$ cat src/rtl/burst_rr_sched_pkg.sv
// Shared types for the burst round-robin scheduler.
// Holds the FSM state enum, the weight type and the zero-weight helper.
package burst_rr_sched_pkg;

    typedef enum logic [1:0] {
        IDLE = 2'd0,
        OWN  = 2'd1,
        REL  = 2'd2
    } state_t;

    // Weight container; WW must not exceed WW_MAX.
    localparam int WW_MAX = 16;
    typedef logic [WW_MAX-1:0] weight_t;

    // A quantum of 0 still grants one full packet.
    function automatic weight_t eff_weight(input weight_t w);
        return (w == '0) ? weight_t'(1) : w;
    endfunction

endpackage

$ cat src/rtl/burst_rr_sched_rr_pick.sv
// Round-robin picker: first set req bit at or after ptr, wrapping.
// Ports: req, ptr in; onehot, idx out (zero when req is zero).
module rr_pick #(
    parameter  int N  = 4,
    localparam int IW = $clog2(N)
) (
    input  logic [N-1:0]  req,
    input  logic [IW-1:0] ptr,
    output logic [N-1:0]  onehot,
    output logic [IW-1:0] idx
);

    logic [IW-1:0] j;

    // Scan offsets high to low so the smallest offset from ptr wins.
    always_comb begin
        onehot = '0;
        idx    = '0;
        j      = '0;
        for (int i = N - 1; i >= 0; i--) begin
            j = IW'((int'(ptr) + i) % N);
            if (req[j]) begin
                onehot    = '0;
                onehot[j] = 1'b1;
                idx       = j;
            end
        end
    end

endmodule

$ cat src/rtl/burst_rr_sched.sv
// Packet-granular weighted round-robin scheduler for a shared resource.
// Ports: req/last/weight per requester, res_ready in; grant, grant_id, beat_fire out.
module burst_rr_sched
    import burst_rr_sched_pkg::*;
#(
    parameter  int N  = 4,
    parameter  int WW = 4,
    localparam int IW = $clog2(N)
) (
    input  logic            clk,
    input  logic            rst_n,
    input  logic [N-1:0]    req,
    input  logic [N-1:0]    last,
    input  logic [N*WW-1:0] weight,
    input  logic            res_ready,
    output logic [N-1:0]    grant,
    output logic [IW-1:0]   grant_id,
    output logic            beat_fire
);

    state_t        state, state_nx;
    logic [IW-1:0] ptr, ptr_nx;
    logic [IW-1:0] owner, owner_nx;
    logic [N-1:0]  grant_nx;
    logic [IW-1:0] gid_nx;
    logic [WW-1:0] wlat, wlat_nx;
    logic [WW-1:0] cnt, cnt_nx, cnt_inc;
    logic          mid, mid_nx;
    logic [N-1:0]  pick_oh;
    logic [IW-1:0] pick_idx;
    weight_t       wfield, weff;
    logic          fire_last;

    rr_pick #(.N(N)) u_pick (
        .req    (req),
        .ptr    (ptr),
        .onehot (pick_oh),
        .idx    (pick_idx)
    );

    assign wfield    = weight_t'(weight[int'(pick_idx)*WW +: WW]);
    assign weff      = eff_weight(wfield);
    assign beat_fire = (|(grant & req)) & res_ready;
    assign fire_last = beat_fire & last[owner];
    assign cnt_inc   = cnt + 1'b1;

    always_comb begin
        state_nx = state;
        ptr_nx   = ptr;
        owner_nx = owner;
        grant_nx = grant;
        gid_nx   = grant_id;
        wlat_nx  = wlat;
        cnt_nx   = cnt;
        mid_nx   = mid;
        unique case (state)
            IDLE: begin
                if (|req) begin
                    state_nx = OWN;
                    owner_nx = pick_idx;
                    grant_nx = pick_oh;
                    gid_nx   = pick_idx;
                    wlat_nx  = weff[WW-1:0];
                    cnt_nx   = '0;
                    mid_nx   = 1'b0;
                end
            end
            OWN: begin
                if (fire_last) begin
                    cnt_nx = cnt_inc;
                    mid_nx = 1'b0;
                    if (cnt_inc == wlat) begin
                        state_nx = REL;
                        grant_nx = '0;
                        gid_nx   = '0;
                    end
                end else if (beat_fire) begin
                    mid_nx = 1'b1;
                end else if (!req[owner] && cnt != '0 && !mid) begin
                    // Owner went quiet on a packet boundary.
                    state_nx = REL;
                    grant_nx = '0;
                    gid_nx   = '0;
                end
            end
            REL: begin
                state_nx = IDLE;
                ptr_nx   = (owner == IW'(N - 1)) ? '0 : owner + 1'b1;
                cnt_nx   = '0;
                mid_nx   = 1'b0;
            end
            default: begin
                state_nx = IDLE;
                grant_nx = '0;
                gid_nx   = '0;
            end
        endcase
    end

    always_ff @(posedge clk or negedge rst_n) begin
        if (!rst_n) begin
            state    <= IDLE;
            ptr      <= '0;
            owner    <= '0;
            grant    <= '0;
            grant_id <= '0;
            wlat     <= '0;
            cnt      <= '0;
            mid      <= 1'b0;
        end else begin
            state    <= state_nx;
            ptr      <= ptr_nx;
            owner    <= owner_nx;
            grant    <= grant_nx;
            grant_id <= gid_nx;
            wlat     <= wlat_nx;
            cnt      <= cnt_nx;
            mid      <= mid_nx;
        end
    end

endmodule
$ cat config.mk
export PLATFORM = sky130hd
export DESIGN_NAME = burst_rr_sched
export DESIGN_NICKNAME = d
export VERILOG_FILES = /design/src/rtl/burst_rr_sched_pkg.sv /design/src/rtl/burst_rr_sched_rr_pick.sv /design/src/rtl/burst_rr_sched.sv
export SDC_FILE = /design/constraint.sdc
export NUM_CORES = 1
export LEC_CHECK = 0
export ABC_AREA = 1
export CAP_MARGIN = 10
export CORE_MARGIN = 5
export CORE_UTILIZATION = 50
export DETAILED_ROUTE_END_ITERATION = 12
export DONT_BUFFER_PORTS = 1
export PLACE_DENSITY = 0.73
export SYNTH_ARGS = -nofsm -noshare
export SYNTH_HDL_FRONTEND = slang
export SYNTH_SLANG_ARGS = --single-unit
$ cat constraint.sdc
create_clock -name clk -period 3.3 [get_ports clk]
set_input_delay 0.33 -clock clk [delete_from_list [all_inputs] [get_ports clk]]
set_output_delay 0.33 -clock clk [all_outputs]
set_load 0.02 [all_outputs]
# == Word level (Yosys, flattened, before mapping) ==
# Index checks and enable logic that the tools add are counted.
# W data, S select, Z words.
# totals
regBits,21
in_bits,27
out_inout_bits,7
word_cells,111
# op_classes
n_addsub,5
n_lt_le_gt_ge,9
n_eq_ne,10
shift,1
mux,55
bitwise_logic,4
reduce_logical,19
# op_table
operator,n
$mux W4,12
$mux W2,15
$pmux W4 S3,2
$logic_not A16 Y1,1
$shiftx A16 B5 Y4,1
$lt A2 B3 Y1 const B,5
$mux W1,13
$bmux W1 S2,6
$ne A3 B3 Y1 const B,4
$demux W1 S2,4
$ge A2 B1 Y1 const B,4
$reduce_or A4 Y1,2
$logic_and A1 B1 Y1,6
$pmux W2 S3,1
$reduce_and A3 Y1,2
$reduce_and A5 Y1,1
$add A2 B1 Y2 const B,2
$add A2 B2 Y2 const B,2
$add A4 B1 Y4 const B,1
$and A4 B4 Y4,1
$eq A2 B2 Y1 const B,2
$eq A4 B4 Y1,1
$ne A2 B2 Y1 const B,2
$pmux W2 S2,1
other kinds (10),12

# == Longest topological paths before layout ==
# Gate-level depths: netlist of the first run.
# logic_depth
word_depth,11
mapped_depth,18
depth_no_buf,17

# == Cells and area by module ==
# From an unflattened synthesis of the first run, not the netlist that was laid out.
# unflattened
hier_cells,268
hier_area_um2,1779.2
# by_module_without_submodules
mod,instances,cells_each,area_each_um2,seq_area_each_um2
burst_rr_sched,1,185,1321.3,525.5
rr_pick,1,83,457.9,0.0

# == Worst setup path before layout of the first run ==
# OpenSTA, ideal clock, no wires.
# synth_timing
path_kind,register to register
start,register ptr[0]
end,register wlat[3]
setup_ps,139
arrival_ps,1840
required_ps,3161
slack_ps,1320
path_stages_with_launch,18
path_buffers,1
period_less_slack_ps,1980
path_cell_list,dfrtp_1 buf_6 inv_6 ha_1 inv_1 nand3_2 nand2_4 inv_4 nand2_4 nand2_2 nand2_4 nand2_4 nand2_1 nand2_1 nand2_1 nand2_1 nand2_1 o21ai_0
# synth_via
elab_chain_len,10
word_cells_on_any_way,18
cone_classes,3 x add/sub; 1 x shift; 13 x mux; 1 x reduce/logical
# synth_lines
element,line_no,text
from (decl),burst_rr_sched.sv:22,"logic [IW-1:0] ptr, ptr_nx;"
from (signal assigned),burst_rr_sched.sv:112,ptr <= ptr_nx;
$add A2 B2 Y2,burst_rr_sched_rr_pick.sv:21,j = IW'((int'(ptr) + i) % N);
$bmux W1 S2,burst_rr_sched_rr_pick.sv:22,if (req[j]) begin
$mux W1 (implied by the code),burst_rr_sched_rr_pick.sv:22,
$mux W2 (3 in series),burst_rr_sched_rr_pick.sv:22,
$mux W2 *,burst_rr_sched_rr_pick.sv:22,
$shiftx A16 B5 Y4 *,burst_rr_sched.sv:41,assign wfield = weight_t'(weight[int'(pick_idx)*WW +: WW]);
$logic_not A16 Y1,burst_rr_sched_pkg.sv:17,return (w == '0) ? weight_t'(1) : w;
$mux W4 *,burst_rr_sched_pkg.sv:17,
to (signal assigned),burst_rr_sched.sv:116,wlat <= wlat_nx;
to (decl),burst_rr_sched.sv:26,"logic [WW-1:0] wlat, wlat_nx;"
# Every way passes the cells marked *; elsewhere a longest branch is shown, timed or not. The select of a mux whose other input is x is not followed.
# A chain may end at the register's enable or synchronous reset.

# == Worst setup path after layout of the first run ==
# layout_timing
start,register ptr[0]
end,register wlat[0]
# The elaborated chain is that of the path after synthesis.

==> results.py, run 1 <==
metrics = {
    "clock_tree": {
        "cts_made_buffers": 3,
        "cts_sinks": 21,
        "clock_latency_ns": 0.31,
        "cts_tree": "yes",
        "clockBufferDepth": 2,
        "htree_levels": 1,
        "cts_setup_buffers": 0,
        "root_buffer": "clkbuf_4",
        "clkTransAtPathRegs_ns": 0.12,
    },
    "detailed_routing": {
        "post_drt_wl_per_cell_um": 13.9,
        "drt_iter0_markers": 55,
        "ant_nets": 0,
        "drc": 0,
        "routed_wl_um": 3930,
        "viasPerCell": 5.35,
        "via_count": 1519,
        "first_pass_iters": 4,
    },
    "yosys": {
        "yosys_most_used_dff": "dfrtp_1",
        "ys_ff_latch": 21,
        "synth_cells": 234,
        "avgSynthCellArea_um2": 7.30,
        "yosysSeqAreaShare_pct": 30.7,
        "yosys_warnings": 0,
        "async_reset_ff_share_pct": 100,
        "ys_types": 29,
        "synth_nets": 272,
        "synth-edff-count": 0,
        "syn_area_mm2": 0.00171,
    },
    "setup_path": {
        "crit_top_cell": "nand2_1",
        "cp-end-kind": "flop",
        "crit_path_cell_trace": "inv_6 > ha_1 > inv_1 > nand3_2 > nand2_4 > inv_4 > nand2_1 > nand2_1 > nand2_1 > nand2_1 > inv_2 > nand3_1 > nand2_1 > nor2_1 > nand2_1 > nand2_1",
        "max_stage_delay_ns": 0.69,
        "worstPathArrival_ns": 2.55,
        "crit_path_max_fanout": 12,
        "path_buf_inv": 4,
        "slowest_stage": "dfrtp_1",
        "critical_path_required_ns": 3.51,
        "crit_type": "flop to flop",
        "start_kind": "flop",
        "critical-path-top-delay-family": "simple AND/OR/NAND/NOR gates",
    },
    "grt": {
        "grt_max_degree": 22,
        "grt_overflow": 0,
        "grt_pass1_vias": 1413,
        "grt_pass1_wl_um": 6570,
        "antenna_found_initial": 0,
        "track_usage_pct": 18.3,
    },
    "sta": {
        "maxSlewHeadroom_pct": 37.3,
        "period_share_pct": 70.9,
        "rsz0062_at_grt": "no",
        "skew_ns": 0.00126,
        "drv_slew": 0,
        "fin_crit_ns": 2.34,
        "hold_viol_final": 0,
        "worstMarginPinSlew_ns": 0.937,
        "finalSetupTns_ns": 0,
        "max_freq_ghz": 0.427,
        "setup_viol": 0,
    },
    "floorplan": {
        "initial_core_util_pct": 51.6,
        "dieWidth_um": 68.5,
        "core_area_mm2": 0.00331,
        "std_cell_rows": 21,
        "io_pins": 34,
        "die_h_um": 68.5,
        "die_area_mm2": 0.00469,
    },
    "worst_hold_path": {
        "hold_path_class": "primary input to flop",
    },
    "final_layout": {
        "final_common_cell": "nand2_1",
        "final_nets": 277,
        "layout_common_cells": "nand2_1 (66), inv_1 (30), dfrtp_1 (21)",
        "fillers": 335,
        "syn2layout_area_growth_pct": 4.90,
        "regArea_um2": 526,
        "multi_input_area_mm2": 0.00103,
        "antenna_cells": 0,
        "drive_above_1_share_pct": 11.8,
    },
    "placed_design": {
        "routabilityCongestion": 0.833,
        "portBuffers": 0,
        "dpl.hpwl_um": 3220,
    },
    "status": {
        "status": "finished, final reports clean",
    },
    "job": {
        "cap_violations": 0,
    },
    "pwr": {
        "vdd_ir_drop_max_uv": 488,
        "pwr_density_cell_mw_per_mm2": 1010,
        "leakage_uw": 0.000915,
        "p_total_uw": 1810,
    },
}
[cell type report]
cell class,count,share of cell area [%]
Clock buffer,3,1.26
Clock inverter,1,0.279
Multi-Input combinational cell,177,57.6
Tap cell,46,3.21
Timing Repair Buffer,1,0.558
Inverter,35,7.75
Sequential cell,21,29.3
[Yosys cell counts, drive strengths merged, types with 2 or more instances]
cell / number / area [um2]
ha: 11 / 138
inv: 35 / 139
nand3: 25 / 155
dfrtp: 21 / 526
a21oi: 8 / 40.0
o211ai: 4 / 30.0
a22o: 2 / 17.5
nor2: 12 / 47.6
o21ai: 16 / 80.1
nand2: 78 / 363
a22oi: 4 / 30.0
nand3b: 3 / 22.5
xnor2: 2 / 17.5
a21boi: 2 / 15.0
xor2: 4 / 35.0
[power breakdown]
group          internal, uW  total, uW  switching (uW)
registers               363        511             148
logic                   415       1170             755
clock network          45.3        126            80.7
[worst paths after layout]
check | startpoint | to | slack, ns | depth (start not counted)
max in group asynchronous | rst_n | wlat[2]$_DFFE_PN0P_ | 2.14 | 1
min reg2reg | mid$_DFFE_PN0P_ | mid$_DFFE_PN0P_ | 0.53 | 2
min | weight[14] | wlat[2]$_DFFE_PN0P_ | 0.29 | 4
min in group asynchronous | rst_n | mid$_DFFE_PN0P_ | 0.60 | 1
max reg2reg | ptr[0]$_DFFE_PN0P_ | wlat[0]$_DFFE_PN0P_ | 0.96 | 16
max | ptr[0]$_DFFE_PN0P_ | wlat[0]$_DFFE_PN0P_ | 0.96 | 16
[state kept, by name, indices dropped and copies added (netlist names)]
| signal | cells |
|---|---|
| state | 2 |
| grant | 4 |
| wlat | 4 |
| grant_id | 2 |
| mid | 1 |
| owner | 2 |
| ptr | 2 |
| cnt | 4 |
[worst min-delay path, stage by stage]
cell	delay [ns]
inv_1	0.03
nand2_1	0.04
nand3_1	0.08
a31oi_1	0.08
[repair_timing]
action                                  CTS  global route
endpoints found under the setup margin    0             0
gates resized for setup                   0             0
hold buffers                              1             0
endpoints found under the hold margin    21             0
[metrics by stage]
step / worst slack (ns) / utilization (%) / area (um2) / hold slack, ns / cells
after floorplan: 1.32 / - / 1710 / 0.0344 / 234
after global placement: 0.997 / 53.0 / 1760 / 0.0351 / 279
after detailed placement: 0.982 / 53.0 / 1760 / 0.0351 / 279
after CTS: 0.958 / 54.2 / 1790 / 0.281 / 284
after global routing: 0.753 / 54.2 / 1790 / 0.325 / 284
final: 0.961 / 54.2 / 1790 / 0.292 / 284
[kinds of logic (layout without fill, tap and decap cells)]
kind of cell / Yosys count / in the layout / share of synthesized area (%)
xor gates and xnor gates: 6 / 6 / 3.07
DFF: 21 / 21 / 30.7
buffers and inverters: 36 / 40 / 8.79
AOI/OAI and AO/OA: 41 / 41 / 14.6
and+or+nand+nor: 119 / 119 / 34.8
adders and majority gates: 11 / 11 / 8.05
[layer usage]
layer	part of all wire (%)	vias up	GRT usage (%)
met5	0	-	0
met4	1.1	0	3.72
met3	4.3	4	3.28
met2	48	36	31.1
met1	46	708	24.1
li1	-	771	-
No activity file was read; power rests on OpenSTA's default activity.
==> run 2, diff against run 1 <==
- PLACE_DENSITY: 0.73 -> 0.76
- clock period: 3.3 -> 2.1 ns (I/O delays scaled with it)
==> results.py, run 2 (synthesis gave the netlist of run 1 again) <==
metrics = {
    "pwr": {
        "power_frac_seq_pct": 25.9,
        "pwr-share-clk_pct": 6.8,
        "pwr_density_cell_mw_per_mm2": 1590,
        "p_int_uw": 1360,
        "vdd_ir_drop_max_uv": 665,
        "leakage_uw": 0.000940,
        "comb_power_share_pct": 67.3,
        "switching_share_pct": 53.6,
        "p_total_uw": 2930,
        "power.switching_uw": 1570,
    },
    "floorplan": {
        "core_area_mm2": 0.00331,
        "initial_core_util_pct": 51.6,
        "die_area_mm2": 0.00469,
        "die_h_um": 68.5,
        "dieWidth_um": 68.5,
        "io_pins": 34,
        "std_cell_rows": 21,
    },
    "setup_path": {
        "critical_path_required_ns": 2.36,
        "crit_path_max_fanout": 9,
        "crit_type": "flop to flop",
        "crit_top_cell": "nand2_1",
        "start_kind": "flop",
        "worstPathArrival_ns": 2.17,
        "crit_path_cell_trace": "inv_1 > ha_4 > inv_1 > nand3_2 > nand2_4 > inv_4 > nand2_4 > nand2_2 > nand2_4 > nand2_4 > nand2_1 > nand2_1 > nand2_1 > nand2_1 > nor2_1 > nand2_1 > nand2_1",
        "reg2reg_depth": 17,
        "cp-end-kind": "flop",
        "slowest_stage": "dfrtp_1",
        "max_stage_delay_ns": 0.41,
    },
    "sta": {
        "skew_ns": 0.00177,
        "max_freq_ghz": 0.525,
        "hold_viol_final": 0,
        "fin_crit_ns": 1.91,
        "rsz0062_at_grt": "no",
        "finalSetupTns_ns": 0,
        "period_share_pct": 90.8,
        "worstMarginPinSlew_ns": 0.951,
        "maxSlewHeadroom_pct": 36.4,
        "setup_ws_ns": 0.194,
        "setup_viol": 0,
        "drv_slew": 0,
    },
    "grt": {
        "track_usage_pct": 18.4,
        "grt_max_degree": 22,
        "grt_overflow": 0,
        "antenna_found_initial": 0,
        "grt_pass1_vias": 1394,
        "grt_pass1_wl_um": 6530,
    },
    "clock_tree": {
        "clkTransAtPathRegs_ns": 0.12,
        "cts_made_buffers": 3,
        "cts_tree": "yes",
        "root_buffer": "clkbuf_4",
        "cts_sinks": 21,
        "clockBufferDepth": 2,
        "htree_levels": 1,
        "clock_latency_ns": 0.31,
    },
    "final_layout": {
        "layout_common_cells": "nand2_1 (65), inv_1 (30), dfrtp_1 (21)",
        "final_nets": 282,
        "antenna_cells": 0,
        "drive_above_1_share_pct": 14.4,
        "syn2layout_area_growth_pct": 7.98,
        "largestRegisters": "cnt: 4 flops, grant: 4 flops, wlat: 4 flops",
        "final_common_cell": "nand2_1",
        "fin_util_pct": 55.7,
        "stdcell_area_mm2": 0.00185,
    },
    "worst_hold_path": {
        "hold_path_class": "primary input to flop",
        "hold_path_depth": 4,
    },
    "placed_design": {
        "routabilityCongestion": 0.864,
        "portBuffers": 0,
        "dpl.hpwl_um": 3120,
        "place_ws_ns": 0.0932,
        "placed_cell_area_mm2": 0.00179,
    },
    "detailed_routing": {
        "first_pass_iters": 4,
        "drt_iter0_markers": 84,
        "viasPerCell": 5.19,
        "post_drt_wl_per_cell_um": 13.8,
        "via_count": 1499,
        "ant_nets": 0,
        "drc": 0,
        "routed_wl_um": 3990,
    },
    "status": {
        "status": "finished, final reports clean",
    },
    "job": {
        "cap_violations": 0,
    },
}
-- run 2: cell count changes in the layout (fill, tap and decap cells not counted), sizes merged --
cell	delta
buf	+5
clkinv	+1
inv	-1
-- run 2: area by class of cell --
| cell class | instances | area, um2 |
|---|---|---|
| Fill cell | 345 | 1470 |
| Multi-Input combinational cell | 177 | 1050 |
| Sequential cell | 21 | 526 |
| Inverter | 35 | 139 |
| Tap cell | 46 | 57.6 |
| Timing Repair Buffer | 6 | 47.5 |
| Clock buffer | 3 | 22.5 |
| Clock inverter | 1 | 5.00 |
-- run 2: final timing paths --
path | startpoint | end | slack, ns
min reg2reg | mid$_DFFE_PN0P_ | mid$_DFFE_PN0P_ | 0.54
max reg2reg | ptr[1]$_DFFE_PN0P_ | wlat[0]$_DFFE_PN0P_ | 0.19
min in group asynchronous | rst_n | cnt[3]$_DFFE_PN0P_ | 0.48
min | weight[14] | wlat[2]$_DFFE_PN0P_ | 0.15
max in group asynchronous | rst_n | ptr[0]$_DFFE_PN0P_ | 1.04
max | ptr[1]$_DFFE_PN0P_ | wlat[0]$_DFFE_PN0P_ | 0.19
-- run 2: worst max-delay path: cells and delay by family (launching register included) --
kind	cells	cell delay [ns]
AND/OR/NAND/NOR	13	0.95
adder cells (fa/ha/maj)	1	0.22
buffers and inverters	3	0.26
flip-flops	1	0.41
-- run 2: timing repair --
item                       in CTS  in global routing
setup buffers                   0                  1
hold buffers                    1                  0
gates resized for setup         0                  3
hold endpoints to repair       21                  0
setup endpoints to repair       0                  4
-- run 2: power groups by stage --
stage	combinational (uW)	clock, uW	sequential, uW
after floorplan	1550	0	747
after global placement	1880	0	763
after detailed placement	1910	0	770
after CTS	1930	206	761
after global routing	2240	226	783
final	1970	201	758
-- run 2: stage by stage --
step	hold slack, ns	instances
5_1_grt	0.170	289
6_report	0.151	289
2_1_floorplan	-0.0856	234
4_1_cts	0.146	288
3_3_place_gp	-0.0850	283
3_5_place_dp	-0.0850	283
-- run 2: per-layer routing --
metal	wire [um]	track usage [%]	vias to the layer above
met5	0	0	-
met4	43	5.21	0
met3	301	3.45	4
met2	1800	27.4	37
met1	1850	26.8	681
li1	-	-	777
